[config.mk]
export PLATFORM = sky130hd
export DESIGN_NAME = cvxif_result_fifo
export DESIGN_NICKNAME = d
export VERILOG_FILES = /design/src/rtl/cvxif_result_fifo.sv
export SDC_FILE = /design/constraint.sdc
export NUM_CORES = 1
export LEC_CHECK = 0
export BUFFER_PORTS_ARGS = -buffer_cell sky130_fd_sc_hd__buf_2
export CAP_MARGIN = 20
export CORE_MARGIN = 2
export CORE_UTILIZATION = 43
export CTS_BUF_LIST = sky130_fd_sc_hd__clkbuf_4
export CTS_CLUSTER_SIZE = 28
export DETAILED_ROUTE_END_ITERATION = 8
export RECOVER_POWER = 50
export SLEW_MARGIN = 0
export SYNTH_ARGS = -nofsm -noshare
export SYNTH_HDL_FRONTEND = slang
export SYNTH_SLANG_ARGS = --single-unit
export TNS_END_PERCENT = 1
[constraint.sdc]
create_clock -name clk_i -period 3.8 [get_ports clk_i]
set_input_delay 0.38 -clock clk_i [delete_from_list [all_inputs] [get_ports clk_i]]
set_output_delay 0.38 -clock clk_i [all_outputs]
set_load 0.02 [all_outputs]
[src/rtl/cvxif_result_fifo.sv]
// ============================================================================
// cvxif_result_fifo
//
// Holds coprocessor ALU results until the CPU accepts them on the CV-X-IF
// result interface. The ALU has no ready signal, so every result it produces
// is captured here. A result stays in the buffer while the CPU holds off
// result_ready_i.
//
// If the CPU kills an instruction through the commit interface, its buffered
// results are marked killed. Killed entries are never offered. When one
// reaches the head, it is popped silently.
//
// The occupancy count and the almost-full flag let the issue stage stall
// before the buffer overflows. A push that arrives while the buffer is full
// and nothing pops is dropped, and it sets a sticky overflow flag.
//
// Optional feature (macro CVXIF_RESULT_FIFO_BYPASS_EN):
//   When the buffer is empty, a live ALU result is presented combinationally
//   in the same cycle. If the CPU accepts it in that cycle, it is never
//   stored. Without the macro, no combinational path runs from alu_*_i to
//   result_*_o.
//
// Parameters:
//   Depth       - number of entries (power of two, >= 2)
//   XLEN        - result data width
//   IdWidth     - instruction id width
//   HartidWidth - hart id width
//
// Ports:
//   clk_i, rst_ni            - clock, asynchronous active-low reset
//   alu_valid_i              - ALU result present this cycle
//   alu_hartid_i/id_i/data_i/rd_i/we_i - ALU result fields
//   commit_valid_i           - commit transaction valid
//   commit_id_i              - id being committed or killed
//   commit_kill_i            - kill the named instruction
//   result_valid_o           - result offered to the CPU
//   result_ready_i           - CPU accepts the offered result
//   result_hartid_o/id_o/data_o/rd_o/we_o - offered result fields (0 when empty)
//   count_o                  - occupied entries, killed ones included
//   almost_full_o            - count_o >= Depth-1
//   overflow_o               - sticky: a push was dropped on a full buffer
// ============================================================================
module cvxif_result_fifo #(
    parameter int Depth       = 4,
    parameter int XLEN        = 32,
    parameter int IdWidth     = 4,
    parameter int HartidWidth = 1
) (
    input  logic                   clk_i,
    input  logic                   rst_ni,
    input  logic                   alu_valid_i,
    input  logic [HartidWidth-1:0] alu_hartid_i,
    input  logic [IdWidth-1:0]     alu_id_i,
    input  logic [XLEN-1:0]        alu_data_i,
    input  logic [4:0]             alu_rd_i,
    input  logic                   alu_we_i,
    input  logic                   commit_valid_i,
    input  logic [IdWidth-1:0]     commit_id_i,
    input  logic                   commit_kill_i,
    output logic                   result_valid_o,
    input  logic                   result_ready_i,
    output logic [HartidWidth-1:0] result_hartid_o,
    output logic [IdWidth-1:0]     result_id_o,
    output logic [XLEN-1:0]        result_data_o,
    output logic [4:0]             result_rd_o,
    output logic                   result_we_o,
    output logic [$clog2(Depth):0] count_o,
    output logic                   almost_full_o,
    output logic                   overflow_o
);

    localparam int PtrW = $clog2(Depth);
    localparam int CntW = PtrW + 1;

    // Entry storage
    logic [HartidWidth-1:0] r_hartid [Depth];
    logic [IdWidth-1:0]     r_id     [Depth];
    logic [XLEN-1:0]        r_data   [Depth];
    logic [4:0]             r_rd     [Depth];
    logic [Depth-1:0]       r_we;
    logic [Depth-1:0]       r_killed;
    // Per-entry occupancy. The kill scan uses it so it only marks live entries.
    logic [Depth-1:0]       r_occ;

    logic [PtrW-1:0]        r_rdPtr;
    logic [PtrW-1:0]        r_wrPtr;
    logic [CntW-1:0]        r_count;
    logic                   r_almostFull;
    logic                   r_overflow;

    logic                   w_empty;
    logic                   w_full;
    logic                   w_headKilled;
    logic                   w_pop;
    logic                   w_push;
    logic                   w_killReq;
    logic                   w_pushKilled;
    logic                   w_bypassTaken;
    logic [CntW-1:0]        w_countNext;

    assign w_empty      = (r_count == '0);
    assign w_full       = (r_count == CntW'(Depth));
    assign w_headKilled = r_killed[r_rdPtr];

    // A killed head leaves without a handshake. A live head leaves when the
    // CPU accepts it. Only a non-empty buffer can pop.
    assign w_pop = !w_empty && (w_headKilled || result_ready_i);

    assign w_killReq    = commit_valid_i && commit_kill_i;
    assign w_pushKilled = w_killReq && (commit_id_i == alu_id_i);

`ifdef CVXIF_RESULT_FIFO_BYPASS_EN
    logic w_bypass;
    // Present a live result straight through only when nothing is queued
    // ahead of it.
    assign w_bypass      = w_empty && alu_valid_i && !w_pushKilled;
    assign w_bypassTaken = w_bypass && result_ready_i;
`else
    assign w_bypassTaken = 1'b0;
`endif

    // A full buffer can still accept a push when the head leaves in the same
    // cycle, because the freed slot is the one being written.
    assign w_push = alu_valid_i && (!w_full || w_pop) && !w_bypassTaken;

    assign w_countNext = r_count + {{(CntW-1){1'b0}}, w_push}
                                 - {{(CntW-1){1'b0}}, w_pop};

    // Storage, pointers and status registers. The kill scan runs first.
    // The push write comes after it, so a slot freed and refilled in the
    // same cycle takes the new entry's kill flag.
    always_ff @(posedge clk_i or negedge rst_ni) begin
        if (!rst_ni) begin
            for (int i = 0; i < Depth; i++) begin
                r_hartid[i] <= '0;
                r_id[i]     <= '0;
                r_data[i]   <= '0;
                r_rd[i]     <= '0;
            end
            r_we         <= '0;
            r_killed     <= '0;
            r_occ        <= '0;
            r_rdPtr      <= '0;
            r_wrPtr      <= '0;
            r_count      <= '0;
            r_almostFull <= 1'b0;
            r_overflow   <= 1'b0;
        end else begin
            for (int i = 0; i < Depth; i++) begin
                if (w_killReq && r_occ[i] && (r_id[i] == commit_id_i)) begin
                    r_killed[i] <= 1'b1;
                end
            end
            if (w_pop) begin
                r_occ[r_rdPtr] <= 1'b0;
                r_rdPtr        <= r_rdPtr + PtrW'(1);
            end
            if (w_push) begin
                r_hartid[r_wrPtr] <= alu_hartid_i;
                r_id[r_wrPtr]     <= alu_id_i;
                r_data[r_wrPtr]   <= alu_data_i;
                r_rd[r_wrPtr]     <= alu_rd_i;
                r_we[r_wrPtr]     <= alu_we_i;
                r_killed[r_wrPtr] <= w_pushKilled;
                r_occ[r_wrPtr]    <= 1'b1;
                r_wrPtr           <= r_wrPtr + PtrW'(1);
            end
            r_count      <= w_countNext;
            r_almostFull <= (w_countNext >= CntW'(Depth - 1));
            if (alu_valid_i && w_full && !w_pop) begin
                r_overflow <= 1'b1;
            end
        end
    end

    // The result interface shows the head entry, even a killed one. A killed
    // head is not marked valid. When the buffer is empty, the fields read as
    // zero, or show the bypassed ALU result if the feature is built in.
    always_comb begin
        result_valid_o  = 1'b0;
        result_hartid_o = '0;
        result_id_o     = '0;
        result_data_o   = '0;
        result_rd_o     = '0;
        result_we_o     = 1'b0;
        if (!w_empty) begin
            result_valid_o  = !w_headKilled;
            result_hartid_o = r_hartid[r_rdPtr];
            result_id_o     = r_id[r_rdPtr];
            result_data_o   = r_data[r_rdPtr];
            result_rd_o     = r_rd[r_rdPtr];
            result_we_o     = r_we[r_rdPtr];
        end
`ifdef CVXIF_RESULT_FIFO_BYPASS_EN
        else if (w_bypass) begin
            result_valid_o  = 1'b1;
            result_hartid_o = alu_hartid_i;
            result_id_o     = alu_id_i;
            result_data_o   = alu_data_i;
            result_rd_o     = alu_rd_i;
            result_we_o     = alu_we_i;
        end
`endif
    end

    assign count_o       = r_count;
    assign almost_full_o = r_almostFull;
    assign overflow_o    = r_overflow;

endmodule

== Word level (Yosys, flattened, before mapping) ==
Index checks and enable logic that the tools add are counted.

* Bits of input ports: 53
* Logic and storage cells: 118
* Bits in registers: 189
* Output and inout port bits: 49

* $lt $le $gt $ge: 8
* Reductions and logical operators: 24
* Equality and inequality tests: 6
* Bitwise gates (word level): 5
* Muxes and demuxes: 47
* $add $sub $neg: 4

{| class="wikitable"
|+ Operator list
! kind !! number
|-
| $bwmux W128 || 1
|-
| $mux W32 || 4
|-
| $bmux W32 S2 || 1
|-
| $demux W32 S2 || 1
|-
| $mux W4 || 7
|-
| $bwmux W20 || 1
|-
| $eq A4 B4 Y1 || 5
|-
| $mux W5 || 4
|-
| $logic_and A1 B1 Y1 || 17
|-
| $bwmux W16 || 1
|-
| $mux W1 || 14
|-
| $bwmux W4 || 3
|-
| $bmux W5 S2 || 1
|-
| $demux W5 S2 || 1
|-
| $bmux W4 S2 || 1
|-
| $demux W4 S2 || 1
|-
| $bmux W1 S2 || 3
|-
| $demux W1 S2 || 3
|-
| $ge A3 B3 Y1 const B || 2
|-
| $lt A2 B3 Y1 const B || 2
|-
| $not A2 Y3 || 2
|-
| $add A2 B1 Y2 const B || 2
|-
| $and A4 B4 Y4 || 1
|-
| $ge A2 B1 Y1 const B || 2
|-
| other kinds (10) || 14
|}

== Longest topological paths before layout ==
* Depth in word-level cells: 9
* Gate-level depth with buffers: 12

== Worst setup path before layout ==
Ideal clock, no wire load.

* Path kind: flip-flop to flip-flop
* From: register r_count[1], in the netlist count_o[1]
* To: register r_almostFull, in the netlist almost_full_o
* Clock period less this slack: 2713 ps
* Path slack: 1087 ps
* Stages on the path, launching flop included: 10
* Data required time: 3682 ps
* Data arrival time: 2595 ps
* Path through: dfrtp_1 nor3_1 a221oi_2 ha_1 inv_1 ha_1 fa_1 xor2_1 xnor2_1 a21o_1

* Word-level cells in the longest chain between the ends: 8
* Elaborated cells between the ends (all ways): 10
* Those cells by class: add/sub (2); order compare (1); eq/ne (1); reduce/logical (6)

{| class="wikitable"
|+ RTL lines
! item !! RTL line !! text
|-
| from (decl) || 87 || <nowiki>logic [CntW-1:0] r_count;</nowiki>
|-
| from (signal assigned) || 168 || <nowiki>r_count <= w_countNext;</nowiki>
|-
| $logic_not A3 Y1 (*) || 101 || <nowiki>assign w_empty = (r_count == '0);</nowiki>
|-
| $logic_not A1 Y1 (*) || -- ||
|-
| $logic_and A1 B1 Y1 (*) || 107 || <nowiki>assign w_pop = !w_empty && (w_headKilled || result_ready_i);</nowiki>
|-
| via w_pop || 94 || <nowiki>logic w_pop;</nowiki>
|-
| $logic_or A1 B1 Y1 || 124 || <nowiki>assign w_push = alu_valid_i && (!w_full || w_pop) && !w_bypassTaken;</nowiki>
|-
| $logic_and A1 B1 Y1 || 124 ||
|-
| $add A3 B1 Y3 || 126 || <nowiki>assign w_countNext = r_count + {{(CntW-1){1'b0}}, w_push}</nowiki>
|-
| $sub A3 B1 Y3 (*) || 127 || <nowiki>- {{(CntW-1){1'b0}}, w_pop};</nowiki>
|-
| via w_countNext[2] || 99 || <nowiki>logic [CntW-1:0] w_countNext;</nowiki>
|-
| $ge A3 B2 Y1 (*) || 169 || <nowiki>r_almostFull <= (w_countNext >= CntW'(Depth - 1));</nowiki>
|-
| to (signal assigned) || 169 ||
|-
| to (decl) || 88 || <nowiki>logic r_almostFull;</nowiki>
|}

The timed path passes the listed nets; every way through them passes the cells marked *.
A chain may end at the register's enable or synchronous reset.

== Final worst setup path ==
* From: register r_rdPtr[0]
* To: output result_hartid_o

* Word-level cells in the longest chain between the ends: 5

{| class="wikitable"
|+ RTL lines
! item !! RTL line !! text
|-
| from (decl) || 85 || <nowiki>logic [PtrW-1:0] r_rdPtr;</nowiki>
|-
| from (signal assigned) || 156 || <nowiki>r_rdPtr <= r_rdPtr + PtrW'(1);</nowiki>
|-
| $not A2 Y3 (not written as such) || 188 || <nowiki>result_hartid_o = r_hartid[r_rdPtr];</nowiki>
|-
| $bmux W1 S2 || 188 ||
|-
| $mux W1 (not written as such) (2 in a row) || 188 ||
|-
| $mux W1 || 186 || <nowiki>if (!w_empty) begin</nowiki>
|-
| to (decl) || 62 || <nowiki>output logic [HartidWidth-1:0] result_hartid_o,</nowiki>
|}

No other way between the ends. The select of a mux whose other input is x is not followed.

==> results.md <==
* EDFF count, synth at 0
* HP Class: input pin to flip-flop
* Crit. End Element: primary output
* Yosys reg bits at 189
* R2R cell count at 5
* Die Y at 148 µm
* Post-CTS Setup Bufs at 0
* Crit Path Class: flip-flop to primary output
* CTS H-tree depth at 4
* Pins Over Slew Limit at 107
* CP top delay family: buffers and inverters
* Cell taking the most area after synthesis: dfrtp_1
* CP Cell Sequence: buf_4 > mux4_2 > nor2b_1 > buf_2
* Number of global-route vias before repair at 5720
* Critical Path Max Stage Delay at 710 ps
* Distinct cell type count after synthesis at 31
* Net Sw Power at 3.61 mW
* Non-Filler Instances at 967
* CTS tree: built
* DR vias at 5161
* Num CTS Buffers at 17
* Clk sinks at 189
* Design area at 10100 µm²
* Post-Synthesis Cells at 572
* Seq/Total Area, Yosys at 0.530
* Startpoint Class: flip-flop
* Final setup TNS at 0 ps
* Mean Syn Cell Area at 15.6 µm²
* Initial Utilization at 0.439
* Antenna-violating nets left at 0
* Syn. warnings at 0
* DR DRC count at 0
* Fmax at 0.315 GHz
* WP data required at 3420 ps
* Largest net degree at the start of global routing at 82
* Leak at 4.31 nW
* Worst vdd ir at 403 µV
* Routed wire length at 18900 µm
* WP depth at 4
* Global-route wire length before repair at 30900 µm
* Slew HR at -0.363
* Placed cell areas at 9640 µm²
* Number of placement rows at 52
* Clock Tree Buf Depth at 2
* Status: complete, but fails checks
* Clock Root Buffer: clkbuf_4
* CP Max Fanout at 41
* Synth top area cells: dfrtp_1, mux2_2, mux4_2
* Crit path DAT at 2800 ps
* Syn Std Cell Area at 8920 µm²
* Pint at 5.99 mW
* Clock Skew at 26.1 ps
* Synth top area share at 0.530
* Ys async rst share at 1.00
* Area of the core at 20300 µm²
* Worst-skew pair later-pin latency at 570 ps
* Die X at 148 µm
* Total power at 9.60 mW
* Worst-margin pin slew at 2040 ps
* Initial antenna violation count at 2
* Sw frac at 0.376
* Remaining global-route overflow at 0
* Initial DRC count at 199
* Max_cap viols at 2
* Vias per cell at 5.34
* Seq pwr share at 0.377
* Area delta synth->final at 12.8%
* # placed instances at 920
* Share of layout cells above drive strength 1 at 0.437
* Fillers at 1805
* Pre-antenna DRT Iters at 6
* Final Wtd Congestion at 0.743
* Crit path buffers/inverters at 2
* Hold Fails Final Rpt at 0
* Die area at 21900 µm²
* Power share of the combinational group at 0.494
* Power Density at 954 nW/µm²
* Fin crit share at 0.837
* Slowest-stage cell, CP: buf_4
* Final core occ at 0.496
* HPWL after DPL at 12000 µm
* Clk slew on worst S/H paths at 150 ps
* Hold path cells at 2
* Num ports at 102
* Post-synth top flop: dfrtp_1
* Fin nets at 746
* Final setup viols at 0
* Clock Power Share at 0.129
* GRT Total Usage at 0.182
* Minimum clock period at 3180 ps
* Unrepaired setup endpoints after global routing: false
* Failing checks: capacitance limit, slew limit
* Net Count, Synth at 636
* IO buf count at 101
* Post-DR wirelength/cell at 19.5 µm
-- power by group through the flow --
| stage | clock, mW | sequential, mW | combinational (mW) |
|---|---|---|---|
| after floorplan | 0 | 3.48 | 3.69 |
| after global placement | 0 | 3.58 | 4.73 |
| after detailed placement | 0 | 3.67 | 4.84 |
| after CTS | 1.29 | 3.62 | 4.85 |
| after global routing | 1.39 | 3.77 | 5.14 |
| final | 1.24 | 3.62 | 4.74 |
-- logic make-up (layout without fill, tap and decap cells) --
logic type | after synthesis | after routing | synth area share
buf+inv | 42 | 165 | 0.0331
xor+xnor | 24 | 24 | 0.0236
compound gates | 19 | 19 | 0.0213
fa+ha+maj | 11 | 11 | 0.0163
other cells | 0 | 2 | 0
simple gates | 65 | 65 | 0.0419
mux | 222 | 222 | 0.334
flops | 189 | 189 | 0.530
-- routing by layer --
metal | GRT usage | vias up | part of all wire | wire [µm]
met4 | 0.0448 | 0 | 0.012 | 230
met2 | 0.302 | 104 | 0.50 | 9340
met3 | 0.0420 | 22 | 0.036 | 675
li1 | - | 2295 | - | -
met5 | 0 | - | 0 | 0
met1 | 0.245 | 2740 | 0.46 | 8610
-- through the flow --
step	hold slack, ps	setup WS, ps
floorplan	84.4	1090
global placement	456	1000
detailed placement	469	928
CTS	0.968	491
global route	0.374	358
finish	66.2	621
-- cell type report --
type                       count  area [µm²]  area share
tap                          270         338      0.0336
clock inverter                15         209      0.0208
sequential                   189        4730       0.470
antenna                        2        5.00    0.000497
timing repair buffer         126         734      0.0730
inverter                       7        26.3     0.00261
clock buffer                  17         128      0.0127
multi-input combinational    341        3890       0.386
-- synthesized netlist by cell type, types with 5 or more instances --
library cell and instances:
a21o_1 5, buf_2 5, buf_6 17, clkbuf_1 10
dfrtp_1 189, ha_1 10, inv_1 7, mux2_1 59
mux2_2 114, mux2i_1 6, mux4_2 43, nand2_1 11
nor2b_1 44, nor3_1 6, xnor2_1 8, xor2_1 16
-- final timing paths --
kind                                   startpoint                      to  slack, ps
min in group asynchronous                  rst_ni   r_data[8]$_DFFE_PN0P_        920
hold / removal                     alu_data_i[28]  r_data[60]$_DFFE_PN0P_         70
setup / recovery           r_rdPtr[0]$_DFFE_PN0P_         result_hartid_o        620
setup reg to reg           r_rdPtr[0]$_DFFE_PN0P_  r_data[99]$_DFFE_PN0P_        700
hold reg to reg            r_data[63]$_DFFE_PN0P_  r_data[63]$_DFFE_PN0P_        500
max in group asynchronous                  rst_ni  r_data[52]$_DFFE_PN0P_        870
-- timing repair --
action | CTS | global route
gates resized for setup | 0 | 0
hold buffers | 1 | 12
endpoints found under the hold margin | 79 | 14
-- cell usage in the layout, fill, tap and decap left out, drive strengths merged, types with 4 or more instances in the layout --
cell	n
a21o	5
a21oi	5
a41oi	4
buf	103
bufinv	4
clkbuf	27
clkinv	4
dfrtp	189
dlygate4sd3	13
ha	10
inv	12
mux2	173
mux2i	6
mux4	43
nand2	11
nor2b	44
nor3	6
xnor2	8
xor2	16
-- flip-flops by register name, summed over array words and instances, names as in the netlist, 3 cells and up --
register,flops
r_id,16
r_occ,4
r_rd,20
r_hartid,4
count_o,3
r_we,4
r_killed,4
r_data,128
Note: power is estimated with default switching activity, not from simulation.
